**config.mk**
```make
export PLATFORM = sky130hd
export DESIGN_NAME = stream_omega_net_rsp_return
export DESIGN_NICKNAME = d
export VERILOG_FILES = /design/src/rtl/stream_omega_net_rsp_return.sv
export SDC_FILE = /design/constraint.sdc
export NUM_CORES = 1
export LEC_CHECK = 0
export ABC_CLOCK_PERIOD_IN_PS = 2840
export BUFFER_PORTS_ARGS = -buffer_cell sky130_fd_sc_hd__buf_2
export CAP_MARGIN = 40
export CORE_AREA = 2 2 136 138
export CTS_BUF_LIST = sky130_fd_sc_hd__clkbuf_16
export DETAILED_ROUTE_END_ITERATION = 10
export DIE_AREA = 0 0 138 140
export PLACE_DENSITY = 0.86
export SLEW_MARGIN = 30
export SYNTH_ARGS = -nofsm -noshare
export SYNTH_HDL_FRONTEND = slang
export SYNTH_SLANG_ARGS = --single-unit
```
**constraint.sdc**
```tcl
create_clock -name clk_i -period 2.84 [get_ports clk_i]
set_input_delay 0.568 -clock clk_i [delete_from_list [all_inputs] [get_ports clk_i]]
set_output_delay 0.568 -clock clk_i [all_outputs]
set_load 0.01 [all_outputs]
```
**src/rtl/stream_omega_net_rsp_return.sv**
```systemverilog
// stream_omega_net_rsp_return
//   Response return path for a stream_omega_net request network. Snoops the
//   request handshakes to remember, per initiator, the order of targets it
//   addressed, then steers target responses (tagged with the initiator index)
//   back to the originating initiators in that initiator's request order.
// Ports
//   clk_i, rst_i       clock, synchronous active-high reset
//   req_valid_i/ready_i/sel_i  snooped request handshake and target select
//   req_full_o         order FIFO of initiator i is full (gate upstream valid)
//   rsp_data_i/idx_i/valid_i, rsp_ready_o   response streams from targets
//   rsp_data_o/valid_o, rsp_ready_i         response streams to initiators
//   busy_o             at least one response outstanding
module stream_omega_net_rsp_return #(
    parameter int unsigned NumInp   = 4,
    parameter int unsigned NumOut   = 4,
    parameter int unsigned MaxTxns  = 4,
    parameter type         payload_t = logic [31:0],
    parameter bit          SpillReg = 1'b0,
    localparam int unsigned SelW = (NumOut > 1) ? $clog2(NumOut) : 1,
    localparam int unsigned IdxW = (NumInp > 1) ? $clog2(NumInp) : 1
) (
    input  logic                             clk_i,
    input  logic                             rst_i,
    input  logic [NumInp-1:0]                req_valid_i,
    input  logic [NumInp-1:0]                req_ready_i,
    input  logic [NumInp-1:0][SelW-1:0]      req_sel_i,
    output logic [NumInp-1:0]                req_full_o,
    input  payload_t [NumOut-1:0]            rsp_data_i,
    input  logic [NumOut-1:0][IdxW-1:0]      rsp_idx_i,
    input  logic [NumOut-1:0]                rsp_valid_i,
    output logic [NumOut-1:0]                rsp_ready_o,
    output payload_t [NumInp-1:0]            rsp_data_o,
    output logic [NumInp-1:0]                rsp_valid_o,
    input  logic [NumInp-1:0]                rsp_ready_i,
    output logic                             busy_o
);

    localparam int unsigned PtrW = (MaxTxns > 1) ? $clog2(MaxTxns) : 1;
    localparam int unsigned CntW = $clog2(MaxTxns + 1);

    logic [NumInp-1:0][MaxTxns-1:0][SelW-1:0] mem_q, mem_d;
    logic [NumInp-1:0][PtrW-1:0]              wptr_q, wptr_d, rptr_q, rptr_d;
    logic [NumInp-1:0][CntW-1:0]              cnt_q, cnt_d;
    logic [NumInp-1:0]                        spill_vld_q, spill_vld_d;
    payload_t [NumInp-1:0]                    spill_data_q, spill_data_d;

    logic [NumInp-1:0]              full, push, pop, mvld, in_rdy;
    logic [NumInp-1:0][NumOut-1:0]  match;
    payload_t [NumInp-1:0]          mdata;
    logic [NumOut-1:0]              err_idx, err_empty;

    function automatic logic [PtrW-1:0] ptr_inc(input logic [PtrW-1:0] p);
        return (p == PtrW'(MaxTxns - 1)) ? '0 : p + 1'b1;
    endfunction

    // Matching: a response is eligible only if its target is the head of the
    // addressed initiator's order FIFO; anything else stays stalled.
    always_comb begin
        match = '0;
        mvld  = '0;
        mdata = '0;
        for (int i = 0; i < NumInp; i++) begin
            full[i] = (cnt_q[i] == CntW'(MaxTxns));
            push[i] = req_valid_i[i] && req_ready_i[i] && !full[i];
            for (int j = 0; j < NumOut; j++) begin
                match[i][j] = !rst_i && rsp_valid_i[j]
                              && (rsp_idx_i[j] == IdxW'(i))
                              && (cnt_q[i] != '0)
                              && (mem_q[i][rptr_q[i]] == SelW'(j));
                if (match[i][j]) begin
                    mvld[i]  = 1'b1;
                    mdata[i] = rsp_data_i[j];
                end
            end
            // With the output register, accept whenever it is empty or draining.
            in_rdy[i] = SpillReg ? (!spill_vld_q[i] || rsp_ready_i[i]) : rsp_ready_i[i];
            pop[i]    = mvld[i] && in_rdy[i];
        end
    end

    always_comb begin
        rsp_ready_o = '0;
        for (int j = 0; j < NumOut; j++) begin
            for (int i = 0; i < NumInp; i++) begin
                if (match[i][j] && in_rdy[i]) rsp_ready_o[j] = 1'b1;
            end
        end
    end

    always_comb begin
        req_full_o = full;
        if (SpillReg) begin
            rsp_valid_o = spill_vld_q;
            rsp_data_o  = spill_data_q;
        end else begin
            rsp_valid_o = mvld;
            rsp_data_o  = mdata;
        end
        busy_o = |spill_vld_q;
        for (int i = 0; i < NumInp; i++) begin
            if (cnt_q[i] != '0) busy_o = 1'b1;
        end
    end

    // Next state for the order FIFOs and the optional output registers.
    always_comb begin
        mem_d        = mem_q;
        wptr_d       = wptr_q;
        rptr_d       = rptr_q;
        cnt_d        = cnt_q;
        spill_vld_d  = spill_vld_q;
        spill_data_d = spill_data_q;
        for (int i = 0; i < NumInp; i++) begin
            if (push[i]) begin
                mem_d[i][wptr_q[i]] = req_sel_i[i];
                wptr_d[i]           = ptr_inc(wptr_q[i]);
            end
            if (pop[i]) rptr_d[i] = ptr_inc(rptr_q[i]);
            if (push[i] && !pop[i]) cnt_d[i] = cnt_q[i] + 1'b1;
            else if (pop[i] && !push[i]) cnt_d[i] = cnt_q[i] - 1'b1;
            if (in_rdy[i]) spill_vld_d[i] = mvld[i];
            if (pop[i]) spill_data_d[i] = mdata[i];
        end
        if (!SpillReg) spill_vld_d = '0;
    end

    always_ff @(posedge clk_i) begin
        if (rst_i) begin
            wptr_q      <= '0;
            rptr_q      <= '0;
            cnt_q       <= '0;
            spill_vld_q <= '0;
        end else begin
            wptr_q      <= wptr_d;
            rptr_q      <= rptr_d;
            cnt_q       <= cnt_d;
            spill_vld_q <= spill_vld_d;
        end
        mem_q        <= mem_d;
        spill_data_q <= spill_data_d;
    end

    // Protocol errors: out-of-range index or response with no outstanding request.
    always_comb begin
        err_idx   = '0;
        err_empty = '0;
        for (int j = 0; j < NumOut; j++) begin
            err_idx[j] = rsp_valid_i[j];
            for (int i = 0; i < NumInp; i++) begin
                if (rsp_idx_i[j] == IdxW'(i)) begin
                    err_idx[j]   = 1'b0;
                    err_empty[j] = rsp_valid_i[j] && (cnt_q[i] == '0);
                end
            end
        end
    end

    always_ff @(posedge clk_i) begin
        if (!rst_i) begin
            for (int i = 0; i < NumInp; i++) begin
                assert (!(req_valid_i[i] && req_ready_i[i] && full[i]))
                    else $error("request push while order FIFO %0d is full", i);
            end
            for (int j = 0; j < NumOut; j++) begin
                assert (!err_idx[j])
                    else $error("target %0d response index out of range", j);
                assert (!err_empty[j])
                    else $error("target %0d response for initiator with no outstanding request", j);
            end
        end
    end

endmodule

```
==> metrics, run 1 <==
port bufs 302; clk sinks 60; Synth area leader edfxtp_1; Cell Rows a little under 50; dominant synthesized flop cell edfxtp_1; Synth Instances ~1.1k; Placer Congestion roughly 1; Initial Utilization 46.3%; Mapped Avg Cell Area between 7 and 8 µm²; status stopped before the end; tool error [ERROR GRT-0232] Routing congestion too high. Check the congestion heatmap in the GUI.; number of flops mapped to enable cells by yosys 32; post-synthesis sequential area ratio approximately 18%; die height around 140 µm; Die Width ~140 µm; ys async rst share 0%; dpl hpwl around 27 mm; last worst endpoint in the global-route repair_timing rsp_data_o[20]; Synth Warn # 0; global route total overflow 9; Total GRT Usage roughly three quarters; Root Buffer clkbuf_16; DP Area around 11000 µm²; Last stage global routing (5_1_grt); I/O pins roughly 300; top-count cell post-synth a21oi_1; synthesized area a little over 8000 µm²; Synth Net Count between 1k and 1.5k; commonest cells in the netlist a21oi_1 (140), nor3_1 (128), o21a_1 (119), a31oi_1 (95), o22ai_1 (95); top cells by area, synth edfxtp_1 (12%), o21a_1 (11%), a21oi_1 (8.5%), nor3_1 (7.8%), a31oi_1 (7.2%); Max H-tree Level 3; Worst-path end type primary output; Inserted Clock Buffers 9; number of synthesized register bits 60; Max clock buf depth 2; Synth top area share 11.7%; pin count of the biggest net entering global routing 43; count of cell types in the netlist 57
==> layer usage <==
layer  GRT overflow  global-route usage [%]
met3              1                    67.4
met1              3                    78.0
met2              3                    87.9
met4              1                    65.3
met5              1                    34.3
==> what timing repair did <==
action                                  CTS
endpoints found under the setup margin  139
resized for setup                       265
cloned                                   16
hold buffers                              0
pin swaps                               201
buffers inserted                         36
==> stage by stage <==
stage	std cells	setup TNS, ns	hold WS (ns)	setup slack [ns]
2_1_floorplan	1121	0	0.475	0.0302
3_3_place_gp	1644	-4.43	0.492	-0.201
3_5_place_dp	1644	-9.15	0.503	-0.260
4_1_cts	1712	-21.51	0.446	-0.317
==> cell families after synthesis <==
group	after synthesis	share of synthesized area (%)
buf+inv	152	7.66
flops	60	18.5
simple gates	313	21.3
xor+xnor	8	0.851
fa+ha+maj	28	4.62
compound gates	528	41.7
mux	32	5.36
==> inputs of run 2 (changes only) <==
ABC_CLOCK_PERIOD_IN_PS = 3700   (was 2840)
CORE_AREA = 2 2 147 149   (was 2 2 136 138)
CTS_BUF_LIST = unset   (was sky130_fd_sc_hd__clkbuf_16)
DIE_AREA = 0 0 149 151   (was 0 0 138 140)
PLACE_DENSITY = unset   (was 0.86)
PLACE_DENSITY_LB_ADDON = 0.15   (was unset)
clock period = 3.7 ns   (was 2.84 ns; I/O delays follow)
==> run 2 against run 1 <==
Against the previous run: the flow now finishes without violations; area after synthesis unchanged; synthesized cell count unchanged.
==> metrics, run 2 <==
data required time at the worst endpoint 2.96 ns; crit path kind reg2out; count of cell types in the netlist 57; Cell Rows 53; Worst R2R Setup Slack 0.42 ns; Initial Utilization between 30 and 40%; worst slack, placed 0.322 ns; Synth area leader edfxtp_1; Max clock buf depth 2; crit end category output port; dpl hpwl around 26 mm; clk sinks 60; pin count of the biggest net entering global routing 43; drt drc 0; commonest non-fill, non-tap cell in the layout buf_2; # nets final 1547; largest registers mem_q: 32 flops, cnt_q: 12 flops; status finished clean; Worst-Margin Slew between 0.9 and 1 ns; Iter 0 DRT Violations between 1k and 1.5k; Synth Net Count around 1.3k; die area about 22000 µm²; number of flip-flops under the largest register name 32; post-CTS setup buffer count 0; port bufs 302; WP data arrival between 2 and 3 ns; Clock transition at path regs roughly 0.05 ns; reg2reg path depth 13; Max H-tree Level 3; global route total overflow 0; worst r2r dst cnt_q[2]; I/O pins 303; startpoint types register; Peak VDD IR a little over 300 µV; critical path buffer and inverter count 3; first-pass GRT wire length 58.0 mm; Final Cycle Share 95.6%; Total GRT Usage between 30% and 40%; worst-case hold path end point cnt_q[2]; post-route ant nets 0; worst-path fanout max 30; Synth Instances about 1.1k; Core Area between 20000 and 25000 µm²; leakage power total 3.90 nW; commonest cells in the netlist a21oi_1 (140), nor3_1 (128), o21a_1 (119), a31oi_1 (95), o22ai_1 (95); CP max stage cell mux4_2; Layout area overhead 26.0%; CTS tree built; Achievable Freq around 280 MHz; Detailed Route WL roughly 39 mm; Top delay family on crit path buffers and inverters; cell mode on critical path buf_4; Via Count 10.8k; setup TNS 0 ns; WHS Path Cells 2; PwrDens between 200 and 250 nW/µm²; die height 151 µm; Hold Path Class reg2reg; Mapped Avg Cell Area between 7 and 8 µm²; Synth Warn # 0; Root Buffer clkbuf_16; Inserted Clock Buffers 9; Max-slew headroom between 30% and 40%; Pre-antenna DRT Iters 8; CP peak stage delay 0.61 ns; setup ws final 0.163 ns; most frequent cells in the layout buf_2 (302), a21oi_1 (140), nor3_1 (128), o21a_1 (119); Crit Reg-Reg Startpoint rptr_q[0]; layout cells sized above 1 between 30% and 40%; CP Cell Sequence mux4_2 -> buf_4 -> and3_2 -> nand3_1 -> buf_4 -> o22a_1 -> buf_2; vias per inst 6.61; top-count cell post-synth a21oi_1; number of synthesized register bits 60; initial antenna violation count 4; Top reg by flops mem_q; final-report setup violation count 0; synthesized area approximately 8200 µm²; Synth top area share a little under an eighth; vias in the first global route approximately 10k; dominant synthesized flop cell edfxtp_1; top cells by area, synth edfxtp_1 (12%), o21a_1 (11%), a21oi_1 (8.5%), nor3_1 (7.8%), a31oi_1 (7.2%); max_cap viols 0; routed len/inst 23.8 µm; Setup Skew between 0.005 and 0.006 ns; final hold vios 0; worst skew pair latency 0.33 ns; Slew Viols, Final 0; Placer Congestion 0.899; fin crit period around 3.5 ns; worst hold start cnt_q[2]; fillers between 2k and 2.5k; ys async rst share 0%; number of flops mapped to enable cells by yosys 32; post-synthesis sequential area ratio approximately 18%; RSZ-0062 raised after global routing false; Die Width between 100 and 150 µm
-- run 2: cell counts after synthesis --
No cell type changed its count.
-- run 2: final cells by class --
| type | count | area, µm² | share of cell area [%] |
|---|---|---|---|
| clock inverter | 6 | 32.5 | 0.314 |
| sequential | 60 | 1520 | 14.7 |
| antenna | 3 | 7.51 | 0.0724 |
| tap | 275 | 344 | 3.32 |
| timing repair buffer | 359 | 2020 | 19.5 |
| inverter | 18 | 67.6 | 0.652 |
| clock buffer | 10 | 229 | 2.21 |
| multi-input combinational | 909 | 6150 | 59.3 |
-- run 2: tightest hold or removal path, delay by kind of cell (launching register included) --
kind               cells  cell delay (ns)
DFF                    1             0.33
AOI/OAI and AO/OA      2             0.13
-- run 2: cells by family (layout without fill, tap and decap cells) --
| group | after synthesis | after routing | synth area share (%) |
|---|---|---|---|
| AOI/OAI and AO/OA | 528 | 528 | 41.7 |
| buffers and inverters | 152 | 393 | 7.66 |
| DFF | 60 | 60 | 18.5 |
| muxes | 32 | 32 | 5.36 |
| adders and majority gates | 28 | 28 | 4.62 |
| xor gates and xnor gates | 8 | 8 | 0.851 |
| other | 0 | 3 | 0 |
| and+or+nand+nor | 313 | 313 | 21.3 |
-- run 2: timing repair --
item	in CTS	in global routing
setup endpoints to repair	0	1
resized for setup	0	1
hold buffers	0	0
-- run 2: metrics by stage --
stage / instances / util [%] / area [µm²] / hold slack, ns / power, mW
after detailed placement: 1621 / 48.5 / 10100 / 0.501 / 1.72
final: 1640 / 49.8 / 10400 / 0.506 / 2.47
after CTS: 1637 / 49.7 / 10400 / 0.509 / 2.46
after floorplan: 1121 / - / 8230 / 0.475 / 1.30
after global routing: 1637 / 49.8 / 10400 / 0.534 / 2.58
after global placement: 1621 / 48.5 / 10100 / 0.497 / 1.72
-- run 2: worst max-delay path by stage --
| stage | cells after the start | slack, ns | end | start |
|---|---|---|---|---|
| after global routing | 7 | 0.02 | rsp_data_o[14] | rptr_q[0] |
| after CTS | 7 | 0.19 | rsp_ready_o[3] | rptr_q[2] |
| after floorplan | 13 | 0.55 | cnt_q[8] | rst_i |
| after global placement | 11 | 0.39 | cnt_q[11] | rst_i |
| after detailed placement | 11 | 0.32 | cnt_q[11] | rst_i |
| final | 7 | 0.16 | rsp_data_o[63] | rptr_q[2] |
-- run 2: metal layers --
layer / part of all wire [%] / track usage (%)
met1: 38 / 43.0
met2: 45 / 53.1
met3: 12 / 6.30
met4: 4.6 / 15.4
met5: 0.033 / 0
-- run 2: power by group --
group	internal [mW]	switching, mW	total [mW]
Sequential	0.735	0.0339	0.769
Combinational	0.317	0.657	0.974
Clock	0.445	0.282	0.726
Note: power is estimated with default switching activity, not from simulation.
